## config.mk

```make
export PLATFORM = sky130hd
export DESIGN_NAME = mult_seq_ctrl
export DESIGN_NICKNAME = d
export VERILOG_FILES = /design/src/rtl/mult_seq_pkg.sv /design/src/rtl/mult_seq_ctrl_iter_cnt.sv /design/src/rtl/mult_seq_ctrl.sv
export SDC_FILE = /design/constraint.sdc
export NUM_CORES = 1
export LEC_CHECK = 0
export ABC_CLOCK_PERIOD_IN_PS = 1900
export BUFFER_PORTS_ARGS = -buffer_cell sky130_fd_sc_hd__buf_2
export CAP_MARGIN = 5
export CORE_AREA = 2 2 39 41
export CTS_BUF_LIST = sky130_fd_sc_hd__clkbuf_4 sky130_fd_sc_hd__clkbuf_8
export DETAILED_ROUTE_END_ITERATION = 12
export DIE_AREA = 0 0 41 43
export GPL_TIMING_DRIVEN = 0
export PLACE_DENSITY = 0.6
export REMOVE_ABC_BUFFERS = 1
export SKIP_CTS_REPAIR_TIMING = 1
export SYNTH_ARGS = -nofsm -noshare
export SYNTH_HDL_FRONTEND = slang
export SYNTH_SLANG_ARGS = --single-unit
```

## constraint.sdc

```tcl
create_clock -name clk -period 1.9 [get_ports clk]
set_clock_uncertainty 0.1 [all_clocks]
set_input_delay 0.285 -clock clk [delete_from_list [all_inputs] [get_ports clk]]
set_output_delay 0.285 -clock clk [all_outputs]
set_load 0.005 [all_outputs]
```

## src/rtl/mult_seq_pkg.sv

```systemverilog
// rtl/mult_seq_pkg.sv - shared types, default width and counter sizing for the multiplier sequencer
package mult_seq_pkg;

    typedef enum logic [2:0] {
        IDLE  = 3'd0,
        LOAD  = 3'd1,
        TEST  = 3'd2,
        ADD   = 3'd3,
        SHIFT = 3'd4,
        DONE  = 3'd5
    } state_t;

    localparam int WIDTH_DEFAULT = 4;

    // Counter must hold the value WIDTH itself, hence width+1.
    function automatic int cnt_w(input int width);
        return $clog2(width + 1);
    endfunction

endpackage

```

## src/rtl/mult_seq_ctrl_iter_cnt.sv

```systemverilog
// rtl/mult_seq_ctrl_iter_cnt.sv - iteration down-counter for the multiplier sequencer
//
// Ports:
//   clk, rst_n  clock, asynchronous active-low reset
//   load        load counter with WIDTH
//   dec         decrement by one (saturates at zero, never wraps)
//   cnt         current count
//   is_one      count equals one (last iteration)
module iter_cnt
    import mult_seq_pkg::*;
#(
    parameter int WIDTH = WIDTH_DEFAULT,
    parameter int CNT_W = cnt_w(WIDTH)
) (
    input  logic             clk,
    input  logic             rst_n,
    input  logic             load,
    input  logic             dec,
    output logic [CNT_W-1:0] cnt,
    output logic             is_one
);

    logic [CNT_W-1:0] cnt_q;
    logic [CNT_W-1:0] cnt_d;

    always_comb begin
        cnt_d = cnt_q;
        if (load) begin
            cnt_d = CNT_W'(WIDTH);
        end else if (dec && (cnt_q != '0)) begin
            cnt_d = cnt_q - CNT_W'(1);
        end
    end

    always_ff @(posedge clk or negedge rst_n) begin
        if (!rst_n) begin
            cnt_q <= '0;
        end else begin
            cnt_q <= cnt_d;
        end
    end

    assign cnt    = cnt_q;
    assign is_one = (cnt_q == CNT_W'(1));

endmodule

```

## src/rtl/mult_seq_ctrl.sv

```systemverilog
// rtl/mult_seq_ctrl.sv - Moore sequencer for the 4-bit shift-add multiplier datapath
//
// Ports:
//   clk, rst_n  clock, asynchronous active-low reset
//   start       operation request, sampled only in IDLE
//   q0          LSB of multiplier register Q
//   c1          load M from ia (LOAD only)
//   c_ldq       load multiplier register Q
//   c_clr       clear accumulator A
//   c_add       A <= A + M
//   c_shr       shift {A,Q} right one bit
//   busy        high in every state except IDLE
//   done        one-cycle pulse, product valid in {A,Q}
//   abort       (ABORT_EN only) abandon a running operation
//   aborted     (ABORT_EN only) one-cycle pulse after an accepted abort
//
// Build option: define ABORT_EN to add the abort/aborted ports.
module mult_seq_ctrl
    import mult_seq_pkg::*;
#(
    parameter int WIDTH = WIDTH_DEFAULT,
    parameter int CNT_W = cnt_w(WIDTH)
) (
    input  logic clk,
    input  logic rst_n,
    input  logic start,
    input  logic q0,
`ifdef ABORT_EN
    input  logic abort,
    output logic aborted,
`endif
    output logic c1,
    output logic c_ldq,
    output logic c_clr,
    output logic c_add,
    output logic c_shr,
    output logic busy,
    output logic done
);

    state_t           state_q;
    state_t           state_d;
    logic [CNT_W-1:0] cnt;
    logic             cnt_is_one;

    iter_cnt #(
        .WIDTH (WIDTH),
        .CNT_W (CNT_W)
    ) u_iter_cnt (
        .clk    (clk),
        .rst_n  (rst_n),
        .load   (state_q == LOAD),
        .dec    (state_q == SHIFT),
        .cnt    (cnt),
        .is_one (cnt_is_one)
    );

`ifdef ABORT_EN
    logic aborted_q;
    logic aborted_d;
`endif

    // Strobes depend only on state_q, so they never follow start/q0/abort combinationally.
    always_comb begin
        state_d = state_q;
        c1      = 1'b0;
        c_ldq   = 1'b0;
        c_clr   = 1'b0;
        c_add   = 1'b0;
        c_shr   = 1'b0;
        busy    = 1'b1;
        done    = 1'b0;
        case (state_q)
            IDLE: begin
                busy = 1'b0;
                if (start) begin
                    state_d = LOAD;
                end
            end
            LOAD: begin
                c1      = 1'b1;
                c_ldq   = 1'b1;
                c_clr   = 1'b1;
                state_d = TEST;
            end
            TEST: begin
                state_d = q0 ? ADD : SHIFT;
            end
            ADD: begin
                c_add   = 1'b1;
                state_d = SHIFT;
            end
            SHIFT: begin
                c_shr   = 1'b1;
                state_d = cnt_is_one ? DONE : TEST;
            end
            DONE: begin
                done    = 1'b1;
                state_d = IDLE;
            end
            default: begin
                busy    = 1'b0;
                state_d = IDLE;
            end
        endcase
`ifdef ABORT_EN
        aborted_d = 1'b0;
        if (abort && (state_q inside {LOAD, TEST, ADD, SHIFT})) begin
            state_d   = IDLE;
            aborted_d = 1'b1;
        end
`endif
    end

    always_ff @(posedge clk or negedge rst_n) begin
        if (!rst_n) begin
            state_q <= IDLE;
        end else begin
            state_q <= state_d;
        end
    end

`ifdef ABORT_EN
    always_ff @(posedge clk or negedge rst_n) begin
        if (!rst_n) begin
            aborted_q <= 1'b0;
        end else begin
            aborted_q <= aborted_d;
        end
    end

    assign aborted = aborted_q;
`endif

    // The loop exits at cnt==1, so an iterating state must never see zero.
    a_cnt_nonzero: assert property (@(posedge clk) disable iff (!rst_n)
        (state_q inside {TEST, ADD, SHIFT}) |-> (cnt != '0));

endmodule

```

==> results.sh, run 1 <==
export IMPL_status="finished, final reports clean"
export IMPL_die_w_um=41
export IMPL_critPathMaxFanout=9
export IMPL_io_pin_count=11
export IMPL_slew_violations=0
export IMPL_period_needed_ns=1.80
export IMPL_ys_types=25
export IMPL_gp_congestion=0.647
export IMPL_clock_sinks=6
export IMPL_antenna_found_initial=0
export IMPL_critPathLaunchType="flip-flop"
export IMPL_crit_family="flip-flops"
export IMPL_ys_warn_count=0
export IMPL_synthesis_area_um2=423
export IMPL_cp_required_ns=1.51
export IMPL_grt_max_degree=12
export IMPL_vdd_drop_max_mv=0.469
export IMPL_area_growth_synth_to_final_pct=16.9
export IMPL_routed_wl_um=667
export IMPL_tns_ns=0
export IMPL_layout_cells_non_filler=72
export IMPL_final_cell_mix="10 x buf_2, 7 x inv_1, 6 x dfrtp_1"
export IMPL_drc=0
export IMPL_powerDensity_nw_per_um2=1450
export IMPL_slew_headroom_pct=79.7
export IMPL_cts_tree="built"
export IMPL_yosysSeqAreaShare_pct=35.5
export IMPL_crit_buf_inv=2
export IMPL_port_buffers=10
export IMPL_worst_slew_pin_slew_ns=0.304
export IMPL_cts_buffers=3
export IMPL_first_pass_iters=2
export IMPL_rows=14
export IMPL_grt_util_all_layers_pct=9.24
export IMPL_place_area_um2=462
export IMPL_max_stage_delay_ns=0.48
export IMPL_worst_setup_path_type="flip-flop to output pin"
export IMPL_grt_first_pass_wirelength_mm=1.04
export IMPL_drv_cap=0
export IMPL_final_common_cell="buf_2"
export IMPL_htree_num_levels=1
export IMPL_rsz0062_at_grt="false"
export IMPL_cpMaxStageDelayCell="dfrtp_1"
export IMPL_avgSynthCellArea_um2=9.19
export IMPL_synthCells=46
export IMPL_drt_iter0_markers=3
export IMPL_drive_above_1_share_pct=25.0
export IMPL_initial_core_util_pct=30.6
export IMPL_vias=326
export IMPL_cp_cell_sequence="or3b_1 -> inv_1 -> buf_2"
export IMPL_fin_nets=65
export IMPL_die_y_um=43
export IMPL_grt_pass1_vias=267
export IMPL_setup_viol=0
export IMPL_finalHoldViolCount=0
export IMPL_die_area_um2=1760
export IMPL_clock_fmax_mhz=557
export IMPL_crit_arrival_ns=1.41
export IMPL_holdCritPathClass="primary input to flip-flop"
export IMPL_clk_pin_slew_ns=0.04
export IMPL_diodes=0
export IMPL_critPathCaptureType="output pin"
export IMPL_grt_util_met1_pct=12.7
export IMPL_cts_path_max_buffers=2
export IMPL_fin_crit_sh_pct=94.6
export IMPL_clock_latency_ns=0.23
export IMPL_root_buffer="clkbuf_4"
export IMPL_ant_nets=0
export IMPL_place_inst=68
export IMPL_grt_overflow=0
export IMPL_busiest_layer="met1"
export IMPL_avgRoutedWirePerCell_um=9.26
export IMPL_hpwl_um=532
export IMPL_ys_seq_elements=6
export IMPL_viasPerCell=4.53
export IMPL_use_met3_pct=1.57
export IMPL_design_area_um2=494
export IMPL_use_met2_pct=10.9
export IMPL_core_um2=1380
export IMPL_leakage_nw=0.265
path summary, 6_finish.rpt:
check | to | slack (ns) | from | depth (start not counted)
max | c_ldq | 0.10 | state_q[1] | 3
min | state_q[1] | 0.26 | q0 | 3
max reg2reg | u_iter_cnt.cnt[2] | 0.46 | state_q[2] | 3
min reg2reg | u_iter_cnt.cnt[0] | 0.42 | u_iter_cnt.cnt[0] | 1
max in group asynchronous | state_q[2] | 1.28 | rst_n | 2
min in group asynchronous | u_iter_cnt.cnt[2] | 0.29 | rst_n | 2
kinds of logic after synthesis:
group	synth area share (%)
AOI/OAI and AO/OA	16.0
and+or+nand+nor	21.3
buffers and inverters	13.6
DFF	35.5
adders and majority gates	8.88
muxes	4.73
cells in the mapped netlist, drive strengths merged:
cell	number	area [µm²]
o32ai	1	8.76
nor3	1	5.00
nor2b	1	6.26
a21boi	1	7.51
a311o	1	10.0
nand2	2	7.51
mux2i	2	20.0
inv	7	26.3
a21oi	3	15.0
buf	4	31.3
or2b	1	7.51
o211a	1	10.0
or3b	1	8.76
ha	3	37.5
and2b	1	7.51
o21ai	2	10.0
nand2b	1	6.26
dfrtp	6	150
o22ai	1	6.26
nor3b	2	26.3
nor2	4	15.0
final cells by class:
type,count,area [µm²]
well taps,16,20.0
inverters,7,26.3
fillers,152,890
clock buffers,3,22.5
multi-input cells,29,215
repair buffers,11,60.1
flip-flops and latches,6,150
per-layer routing:
| metal | wire, µm | vias to the layer above | part of all wire, % |
|---|---|---|---|
| li1 | - | 171 | - |
| met5 | 0 | - | 0 |
| met1 | 333 | 148 | 50 |
| met3 | 25 | 2 | 3.7 |
| met2 | 301 | 5 | 45 |
| met4 | 6 | 0 | 0.90 |
sequential cells by signal, indices dropped and copies added, names as in the netlist:
| register | cells |
|---|---|
| state_q | 3 |
| u_iter_cnt.cnt | 3 |
tightest hold or removal path: stages:
cell and delay (ns):
buf_2 0.10, inv_1 0.07, o32ai_1 0.09
power breakdown:
part | internal, mW | leakage (nW) | switching [mW]
sequential | 0.179 | 0.0743 | 0.0854
clock | 0.0710 | 0.0138 | 0.0391
combinational | 0.182 | 0.177 | 0.159
total | 0.432 | 0.265 | 0.284
stage by stage:
stage          util, %  hold WS, ns  power, mW  setup slack (ns)
2_1_floorplan        -       -0.111      0.493             0.505
3_3_place_gp      33.4      0.00786      0.605             0.365
3_5_place_dp      33.4       0.0108      0.613             0.360
4_1_cts           35.0       -0.248      0.730            0.0965
5_1_grt           35.7        0.268      0.794            0.0390
6_report          35.7        0.258      0.716             0.103
(Power assumes the default switching activity.)
==> run 2, diff against run 1 <==
ABC_AREA = 1   (was unset)
PLACE_DENSITY = 0.58   (was 0.6)
==> results.sh, run 2 <==
export IMPL_status="finished, final reports clean"
export IMPL_grt_util_all_layers_pct=11.0
export IMPL_yosysTopAreaCell="dfrtp_1"
export IMPL_grt_overflow=0
export IMPL_cp_required_ns=1.51
export IMPL_port_buffers=10
export IMPL_rr_startpoint="u_iter_cnt.cnt[0]"
export IMPL_viasPerCell=4.25
export IMPL_diodes=0
export IMPL_worst_setup_path_type="flip-flop to output pin"
export IMPL_holdCritPathClass="primary input to flip-flop"
export IMPL_critPathLaunchType="flip-flop"
export IMPL_slew_headroom_pct=88.6
export IMPL_ys_types=15
export IMPL_synth_top_family_by_area="simple AND/OR/NAND/NOR gates"
export IMPL_post_place_ws_ns=0.595
export IMPL_grt_first_pass_wirelength_mm=1.28
export IMPL_synth_fa_ha_area_share_pct=9.32
export IMPL_ys_warn_count=0
export IMPL_tns_ns=0
export IMPL_fin_nets=77
export IMPL_crit_arrival_ns=1.17
export IMPL_clk_pin_slew_ns=0.04
export IMPL_cts_tree="built"
export IMPL_critPathCaptureType="output pin"
export IMPL_synth_compound_area_share_pct=3.42
export IMPL_io_pin_count=11
export IMPL_muxShareOfSynthArea_pct=0
export IMPL_synth_most_common_cell="nand2_1"
export IMPL_finalHoldViolCount=0
export IMPL_leakage_nw=0.293
export IMPL_root_buffer="clkbuf_4"
export IMPL_max_stage_delay_ns=0.42
export IMPL_pwr_share_seq_pct=30.4
export IMPL_rr_endpoint="u_iter_cnt.cnt[2]"
export IMPL_endpoint="busy"
export IMPL_combPwrFrac_pct=55.6
export IMPL_routed_wl_um=735
export IMPL_rows=14
export IMPL_ant_nets=0
export IMPL_yosysSeqAreaShare_pct=37.3
export IMPL_layout_cells_non_filler=84
export IMPL_cts_path_max_buffers=2
export IMPL_drt_iter0_markers=2
export IMPL_worst_slew_pin_slew_ns=0.171
export IMPL_synth_xor_xnor_area_share_pct=0
export IMPL_powerDensity_nw_per_um2=1670
export IMPL_ys_top_cells_by_count="14 x nand2_1, 8 x inv_1, 7 x nand3_1, 7 x nor2_1, 6 x dfrtp_1"
export IMPL_synthTopCellsByArea="dfrtp_1 37%, nand2_1 13%, ha_1 9.3%"
export IMPL_p_sw_mw=0.372
export IMPL_rsz0062_at_grt="false"
export IMPL_hpwl_um=601
export IMPL_async_reset_ff_share_pct=100
export IMPL_p_clk_share_pct=14.0
export IMPL_clock_latency_ns=0.24
export IMPL_avgRoutedWirePerCell_um=8.75
export IMPL_drv_cap=0
export IMPL_area_growth_synth_to_final_pct=21.7
export IMPL_grt_pass1_vias=318
export IMPL_core_um2=1380
export IMPL_gp_congestion=0.739
export IMPL_cts_buffers=3
export IMPL_cp_cell_sequence="nor2_2 -> nand2_1 -> o21a_1 -> buf_2"
export IMPL_place_inst=80
export IMPL_worst_slack_ns=0.346
export IMPL_setup_viol=0
export IMPL_first_pass_iters=2
export IMPL_final_cell_mix="14 x nand2_1, 10 x buf_2, 8 x inv_1"
export IMPL_vdd_drop_max_mv=0.622
export IMPL_place_area_um2=458
export IMPL_final_util_pct=35.4
export IMPL_ys_seq_elements=6
export IMPL_die_y_um=43
export IMPL_startpoint="state_q[0]"
export IMPL_fin_crit_sh_pct=81.8
export IMPL_period_needed_ns=1.55
export IMPL_htree_num_levels=1
export IMPL_critPathMaxFanout=4
export IMPL_design_area_um2=490
export IMPL_synth_top_area_share_pct=37.3
export IMPL_clock_sinks=6
export IMPL_drc=0
export IMPL_fillCellCount=145
export IMPL_reg2regPathDepth=6
export IMPL_vias=357
export IMPL_synthCells=56
export IMPL_antenna_found_initial=0
export IMPL_drive_above_1_share_pct=26.5
export IMPL_synth_ff_type="dfrtp_1"
export IMPL_r2r_slack_ns=0.61
export IMPL_yosys_area_share_simple_pct=37.0
export IMPL_synth_edff_count=0
export IMPL_switching_share_pct=45.4
export IMPL_slew_violations=0
export IMPL_initial_core_util_pct=29.1
export IMPL_synthesis_area_um2=403
export IMPL_intPower_mw=0.448
export IMPL_final_common_cell="nand2_1"
export IMPL_clock_fmax_mhz=644
export IMPL_die_w_um=41
export IMPL_cpMaxStageDelayCell="dfrtp_1"
export IMPL_die_area_um2=1760
export IMPL_grt_max_degree=8
export IMPL_avgSynthCellArea_um2=7.19
-- run 2: area by class of cell --
cell class                 count  area (µm²)  area share [%]
tap                           16        20.0            4.08
sequential                     6         150            30.6
timing repair buffer          11        60.1            12.2
clock buffer                   3        22.5            4.59
multi-input combinational     38         200            40.8
inverter                      10        37.5            7.65
-- run 2: metal layers --
layer	GRT usage, %	wire (µm)	up-vias
li1	-	-	197
met1	14.1	349	152
met2	14.7	346	6
met3	3.66	31	2
met4	8.00	7	0
met5	0	0	-
-- run 2: through the flow --
| stage | power [mW] | hold WS (ns) |
|---|---|---|
| 3_5_place_dp | 0.709 | 0.0181 |
| 3_3_place_gp | 0.700 | 0.0184 |
| 4_1_cts | 0.834 | -0.245 |
| 2_1_floorplan | 0.573 | -0.111 |
| 5_1_grt | 0.924 | 0.195 |
| 6_report | 0.821 | 0.179 |
-- run 2: power groups by stage --
stage          clock, mW  sequential (mW)  combinational [mW]
5_1_grt            0.128            0.261               0.535
2_1_floorplan          0            0.239               0.334
6_report           0.115            0.249               0.456
3_5_place_dp           0            0.250               0.459
4_1_cts            0.122            0.249               0.463
3_3_place_gp           0            0.248               0.452
-- run 2: kinds of logic (layout without fill, tap and decap cells) --
family	Yosys count	count (layout)
buffers and inverters	12	24
AND/OR/NAND/NOR	33	33
AO/OA/AOI/OAI	2	2
adder cells (fa/ha/maj)	3	3
flip-flops	6	6
-- run 2: worst min path at each step --
| stage | start | endpoint | slack (ns) | depth (start not counted) |
|---|---|---|---|---|
| final | start | state_q[0] | 0.18 | 3 |
| after detailed placement | rst_n | u_iter_cnt.cnt[1] | 0.02 | 1 |
| after global placement | rst_n | u_iter_cnt.cnt[1] | 0.02 | 1 |
| after global routing | start | state_q[0] | 0.20 | 3 |
| after CTS | rst_n | u_iter_cnt.cnt[1] | -0.25 | 1 |
| after floorplan | rst_n | state_q[0] | -0.11 | 0 |
-- run 2: critical path: cells and delay by family (launching register included) --
kind	cells	cell delay, ns
buf+inv	1	0.12
simple gates	2	0.28
flops	1	0.42
compound gates	1	0.12
